<file path="config.mk">
export PLATFORM = sky130hd
export DESIGN_NAME = writeback_stage
export DESIGN_NICKNAME = d
export VERILOG_FILES = /design/src/rtl/writeback_stage.sv
export SDC_FILE = /design/constraint.sdc
export NUM_CORES = 1
export LEC_CHECK = 0
export ABC_AREA = 1
export CORE_UTILIZATION = 55
export DETAILED_ROUTE_END_ITERATION = 10
export PLACE_DENSITY = 0.95
export SETUP_SLACK_MARGIN = 0.2
export SYNTH_ARGS = -nofsm -noshare
export SYNTH_HDL_FRONTEND = slang
export SYNTH_SLANG_ARGS = --single-unit
export TNS_END_PERCENT = 10
</file>
<file path="constraint.sdc">
create_clock -name clk -period 9.2 [get_ports clk]
set_clock_uncertainty 0.1 [all_clocks]
set_input_delay 2.3 -clock clk [delete_from_list [all_inputs] [get_ports clk]]
set_output_delay 2.3 -clock clk [all_outputs]
set_load 0.01 [all_outputs]
</file>
<file path="src/rtl/writeback_stage.sv">
`default_nettype none
// writeback_stage: in-order pending-write buffer draining ALU/load results to the RF write
// port, with decode bypass lookup when WB_BYPASS_EN is defined. Rev 1.0
module writeback_stage #(
  parameter int DATA_WIDTH     = 32,
  parameter int REG_ADDR_WIDTH = 5,
  parameter int DEPTH          = 4
) (
  input  logic                      clk,
  input  logic                      rst,
  input  logic                      alu_valid,
  input  logic [REG_ADDR_WIDTH-1:0] alu_rd,
  input  logic [DATA_WIDTH-1:0]     alu_data,
  input  logic                      ld_valid,
  input  logic [REG_ADDR_WIDTH-1:0] ld_rd,
  input  logic [DATA_WIDTH-1:0]     ld_data,
  output logic                      stall,
  output logic                      overflow,
  output logic                      rf_we,
  output logic [REG_ADDR_WIDTH-1:0] rf_waddr,
  output logic [DATA_WIDTH-1:0]     rf_wdata,
  input  logic [REG_ADDR_WIDTH-1:0] byp_rs1,
  input  logic [REG_ADDR_WIDTH-1:0] byp_rs2,
  output logic                      byp_hit1,
  output logic [DATA_WIDTH-1:0]     byp_data1,
  output logic                      byp_hit2,
  output logic [DATA_WIDTH-1:0]     byp_data2
);

  localparam int PTR_W = $clog2(DEPTH);
  localparam int CNT_W = PTR_W + 1;
  localparam logic [CNT_W-1:0] DEPTH_C = CNT_W'(DEPTH);

  logic [REG_ADDR_WIDTH-1:0] rd_mem   [DEPTH];
  logic [DATA_WIDTH-1:0]     data_mem [DEPTH];
  logic [PTR_W-1:0]          head;
  logic [PTR_W-1:0]          tail;
  logic [PTR_W-1:0]          alu_slot;
  logic [CNT_W-1:0]          count;
  logic [CNT_W-1:0]          free;
  logic                      ld_ok;
  logic                      alu_ok;
  logic                      ld_acc;
  logic                      alu_acc;
  logic                      deq;
  logic [1:0]                enq_n;

  // Drain is not credited to free space, so at most DEPTH-1 entries are live after any edge.
  assign free     = DEPTH_C - count;
  assign ld_ok    = ld_valid && (ld_rd != '0);
  assign alu_ok   = alu_valid && (alu_rd != '0);
  assign ld_acc   = ld_ok && (free != '0);
  assign alu_acc  = alu_ok && (ld_acc ? (free >= CNT_W'(2)) : (free != '0));
  assign deq      = (count != '0);
  assign enq_n    = {1'b0, ld_acc} + {1'b0, alu_acc};
  assign alu_slot = tail + PTR_W'(ld_acc);

  always_ff @(posedge clk) begin
    if (rst) begin
      head     <= '0;
      tail     <= '0;
      count    <= '0;
      overflow <= 1'b0;
    end else begin
      head  <= head + PTR_W'(deq);
      tail  <= tail + PTR_W'(enq_n);
      count <= count + CNT_W'(enq_n) - CNT_W'(deq);
      if ((ld_ok && !ld_acc) || (alu_ok && !alu_acc)) begin
        overflow <= 1'b1;
      end
    end
  end

  // Payload storage needs no reset; validity is tracked by head/count only.
  always_ff @(posedge clk) begin
    if (!rst) begin
      if (ld_acc) begin
        rd_mem[tail]   <= ld_rd;
        data_mem[tail] <= ld_data;
      end
      if (alu_acc) begin
        rd_mem[alu_slot]   <= alu_rd;
        data_mem[alu_slot] <= alu_data;
      end
    end
  end

  assign rf_we    = !rst && deq;
  assign rf_waddr = rf_we ? rd_mem[head] : '0;
  assign rf_wdata = rf_we ? data_mem[head] : '0;
  assign stall    = !rst && (free < CNT_W'(2));

`ifdef WB_BYPASS_EN
  logic [PTR_W-1:0] scan_idx;

  // Scan oldest to youngest so the last match (closest to tail) wins.
  always_comb begin
    byp_hit1  = 1'b0;
    byp_data1 = '0;
    byp_hit2  = 1'b0;
    byp_data2 = '0;
    scan_idx  = '0;
    for (int i = 0; i < DEPTH; i++) begin
      scan_idx = head + PTR_W'(i);
      if (!rst && (CNT_W'(i) < count)) begin
        if ((byp_rs1 != '0) && (rd_mem[scan_idx] == byp_rs1)) begin
          byp_hit1  = 1'b1;
          byp_data1 = data_mem[scan_idx];
        end
        if ((byp_rs2 != '0) && (rd_mem[scan_idx] == byp_rs2)) begin
          byp_hit2  = 1'b1;
          byp_data2 = data_mem[scan_idx];
        end
      end
    end
  end
`else
  logic unused_byp;

  assign unused_byp = ^{byp_rs1, byp_rs2};
  assign byp_hit1   = 1'b0;
  assign byp_data1  = '0;
  assign byp_hit2   = 1'b0;
  assign byp_data2  = '0;
`endif

endmodule
`default_nettype wire

</file>
-- Word-level counts from Yosys, hierarchy flattened
Memories as Yosys holds them, arrays and structs flattened. A register that Yosys moved wholly into a read port is not among the register bits.
Cells that the tools add are included.
- register bits: 8
- memories kept: 2
- RAM bits: 148
- memory list (memory ; depth ; bits a word ; rd ports ; clocked after memory_dff ; write ports ; line ; source):
    data_mem ; 4 ; 32 ; 1 ; 1 ; 2 ; 35 ; logic [DATA_WIDTH-1:0] data_mem [DEPTH];
    rd_mem ; 4 ; 5 ; 1 ; 1 ; 2 ; 34 ; logic [REG_ADDR_WIDTH-1:0] rd_mem [DEPTH];
- reduce and logical (&&, ||, !) cells: 16
- $add $sub $neg: 7
- $lt $le $gt $ge: 2
- multiplexer cells: 11
- operators with widths (kind ; count):
    two-way mux 32 bit ; 1
    nonzero test 5 bit ; 2
    logical AND 1 bit ; 8
    two-way mux 1 bit ; 7
    nonzero test 3 bit ; 2
    two-way mux 5 bit ; 1
    adder 2 x 1 -> 2 bit ; 2
    two-way mux 2 bit ; 2
    adder 3 x 2 -> 3 bit ; 1
    greater-or-equal comparator 3 x 2 -> 1 bit, second input constant ; 1
    zero test 1 bit ; 3
    < comparator 3 x 2 -> 1 bit, second input constant ; 1
    subtractor 3 x 1 -> 3 bit ; 1
    subtractor 3 bit, first input constant ; 1
    adder 1 x 1 -> 2 bit ; 1
    adder 2 bit ; 1
    logical OR 1 bit ; 1

-- Depth between registers and ports, before layout
- word-level depth: 8
- depth in mapped cells: 19

-- Least setup slack after synthesis
OpenSTA, ideal clock, no wires.
- path type: input port to output port
- start: input port rst
- end: output port rf_wdata[10]
- stages: 5
- path buffers: 2
- setup slack: 3557 ps
- arrival time: 3243 ps
- required time: 6800 ps
- cells stage by stage: buf_2 > nor2_1 > inv_2 > buf_1 > a21oi_1
- cells in the longest elaborated chain, start to end: 3
- ends and longest elaborated chain (item ; line ; source):
    from (decl) ; 10 ; input logic rst,
    zero test 1 bit ; 88 ; assign rf_we = !rst && deq;
    logical AND 1 bit ; 88 ;
    via rf_we ; 19 ; output logic rf_we,
    two-way mux 32 bit ; 90 ; assign rf_wdata = rf_we ? data_mem[head] : '0;
    to (decl) ; 21 ; output logic [DATA_WIDTH-1:0] rf_wdata,
The timed path passes the listed nets, and every way through them passes these cells.

-- Worst setup path in the final report
- start: input port rst
- end: output port rf_wdata[2]
- cells in the longest elaborated chain, start to end: 3
- ends and longest elaborated chain (item ; line):
    zero test 1 bit ; 88
    logical AND 1 bit ; 88
    two-way mux 32 bit ; 90
No other way between the ends.

==> impl_metrics.tcl <==
set metrics [dict create \
    status "complete, no violations" \
    p_per_area_mw_per_mm2 289.8 \
    die_y_um 131.5 \
    fillers 1150 \
    place_area_mm2 0.01009 \
    rows 46 \
    critPathSlowestCell "clkdlybuf4s50_1" \
    slowest_delay_ns 0.80 \
    cts_max_path_buffers 2 \
    yosysTopAreaCell "edfxtp_1" \
    cp_common_cell "clkdlybuf4s50_1" \
    nNetsFinal 1257 \
    synthMuxAreaShare_pct 0 \
    yosys.area_share.simple_pct 29.97 \
    period_needed_ns 7.106 \
    yosys-top-cells-count "nand2_1 (306), nor2_1 (165), edfxtp_1 (148), nand4_1 (148), o21ai_0 (75)" \
    cts_root_buf "clkbuf_16" \
    ff2ff_setup_slack_ns 4.80 \
    power_mw 3.109 \
    vdd_drop_max_v 0.0002384 \
    cts_hold_buffers 0 \
    grt_antenna_before_repair 0 \
    synth_edf_count 148 \
    stdcell_area_mm2 0.01073 \
    area_growth_pct 16.26 \
    min-delay-start "overflow" \
    reg2reg_from "count[1]" \
    drtAntennaViolNets 0 \
    reg2regPathDepth 13 \
    r2r_end "data_mem[1][9]" \
    clk_pin_slew_ns 0.06 \
    cp_max_fo 37 \
    worstPathArrival_ns 4.71 \
    setup_tns_ns 0 \
    grt_usage_pct 29.71 \
    dr.pass1.iters 6 \
    yosys_warnings 0 \
    max_freq_mhz 140.7 \
    rsz0062_at_grt "no" \
    final_hold_viol_count 0 \
    postCtsSetupRepairBufs 0 \
    ys.flop_type "edfxtp_1" \
    grt_max_degree 93 \
    synth_cells 1104 \
    cts_max_level 4 \
    vias 8354 \
    avgSynthCellArea_um2 8.357 \
    finalSetupViolations 0 \
    synth-seq-cells 156 \
    synth-xor-area-share_pct 0.4746 \
    core_mm2 0.01612 \
    synth_top_family_by_area "simple AND/OR/NAND/NOR gates" \
    leakage_nw 4.401 \
    overflow 0 \
    cts-resized-gates 0 \
    clk_latency_ns 0.42 \
    synth_cell_types 25 \
    worst_ep_required_time_ns 6.80 \
    synth-seq-area-share_pct 49.91 \
    path_class "in2out" \
    endpoint_kind "output port" \
    hold-worst-slack_ns 0.3866 \
    tightestPinTransition_ns 1.181 \
    fp.dieArea_mm2 0.01730 \
    globalplace.congestion 0.7919 \
    async_reset_ff_share_pct 0 \
    holdPathStages 2 \
    finalCritPeriodShare_pct 77.24 \
    io_pins 194 \
    netlist_area_mm2 0.009226 \
    min_path_type "reg2reg" \
    wl_per_cell_um 18.69 \
    fp.dieW_um 131.5 \
    synth.most_common_cell "nand2_1" \
    synth.top_cell.area_share_pct 48.17 \
    cts_tree "yes" \
    synthAdderAreaFrac_pct 1.709 \
    drtIter0Drc 1435 \
    via_per_inst 6.027 \
    start_util_pct 57.25 \
    slew_violations 0 \
    grt_pass1_vias 7994 \
    dp_hpwl_um 13590 \
    synth_compound_area_share_pct 6.306 \
    synth_area_leaders "edfxtp_1 (48%), nand2_1 (12%), nand4_1 (10%)" \
    cts.sinks 156 \
    critical_path.startpoint_type "primary input" \
    routed_wl_um 25910 \
    grt_pass1_wl_um 40300 \
    drv_cap 0 \
    antenna_cells 0 \
    drc 0 \
    cp_cell_sequence "clkdlybuf4s50_1 -> nor2_1 -> inv_2 -> a21oi_1 -> clkdlybuf4s50_1" \
    numCtsBuffers 17 \
    drive_above_1_share_pct 4.786 \
    portBuffers 117 \
    worst_hold_path.endpoint "overflow" \
    slew-limit-headroom_pct 21.09 \
]
## worst max-delay path, delay by kind of cell
| family | cells | cell delay [ns] |
|---|---|---|
| AOI/OAI and AO/OA | 1 | 0.22 |
| buffers and inverters | 3 | 2.01 |
| and+or+nand+nor | 1 | 0.16 |
## layout by cell type (no fill, tap or decap), types with 5 or more instances in the layout
cell type / n
nand2_1: 304
nor2_1: 161
nand4_1: 148
edfxtp_1: 148
clkdlybuf4s50_1: 117
o21ai_0: 75
conb_1: 66
a21oi_1: 38
inv_1: 23
clkbuf_16: 17
ha_1: 11
buf_4: 9
dfxtp_1: 6
clkbuf_1: 5
## power breakdown
part	total (mW)	switching [mW]	internal, mW
Clock	0.761	0.277	0.484
Sequential	1.05	0.0791	0.967
Combinational	1.30	0.909	0.393
Total	3.11	1.26	1.84
## metal layers
metal  vias up  wire (µm)  global-route usage, %
li1       3775          -                      -
met1      3742       9018                  36.09
met2       719      12710                  49.56
met3       118       3174                  5.710
met4         0        997                  16.67
met5         -          0                      0
## kinds of logic (layout without fill, tap and decap cells)
logic type,count (synthesis),count (layout)
compound gates,116,116
xor+xnor,5,5
fa+ha+maj,12,12
other cells,1,66
simple gates,630,630
flops,156,156
buf+inv,184,185
## flip-flops by register name, summed over array words and instances, names as in the netlist
name and flops:
data_mem 128, rd_mem 20, count 3, head 2, tail 2, overflow 1
## stage by stage
stage | worst slack (ns) | std cells | utilization [%]
floorplan | 3.557 | 1169 | -
global placement | 2.251 | 1354 | 62.63
detailed placement | 2.204 | 1354 | 62.63
CTS | 2.179 | 1386 | 66.56
global route | 2.014 | 1386 | 66.56
finish | 2.094 | 1386 | 66.56
## worst max path at each step
stage               from  slack (ns)      endpoint
floorplan            rst        3.56  rf_wdata[10]
global placement     rst        2.25   rf_wdata[2]
detailed placement   rst        2.20   rf_wdata[2]
CTS                  rst        2.18   rf_wdata[2]
global route         rst        2.01   rf_wdata[2]
finish               rst        2.09   rf_wdata[2]
## cell type report
cell class	instances	area [µm²]	area share (%)
Clock buffer	26	499.2	4.654
Clock inverter	6	133.9	1.248
Inverter	27	103.9	0.9682
Multi-Input combinational cell	829	3874	36.11
Sequential cell	156	4607	42.95
Tap cell	216	270.3	2.520
Timing Repair Buffer	126	1239	11.55
(Power assumes the default switching activity.)
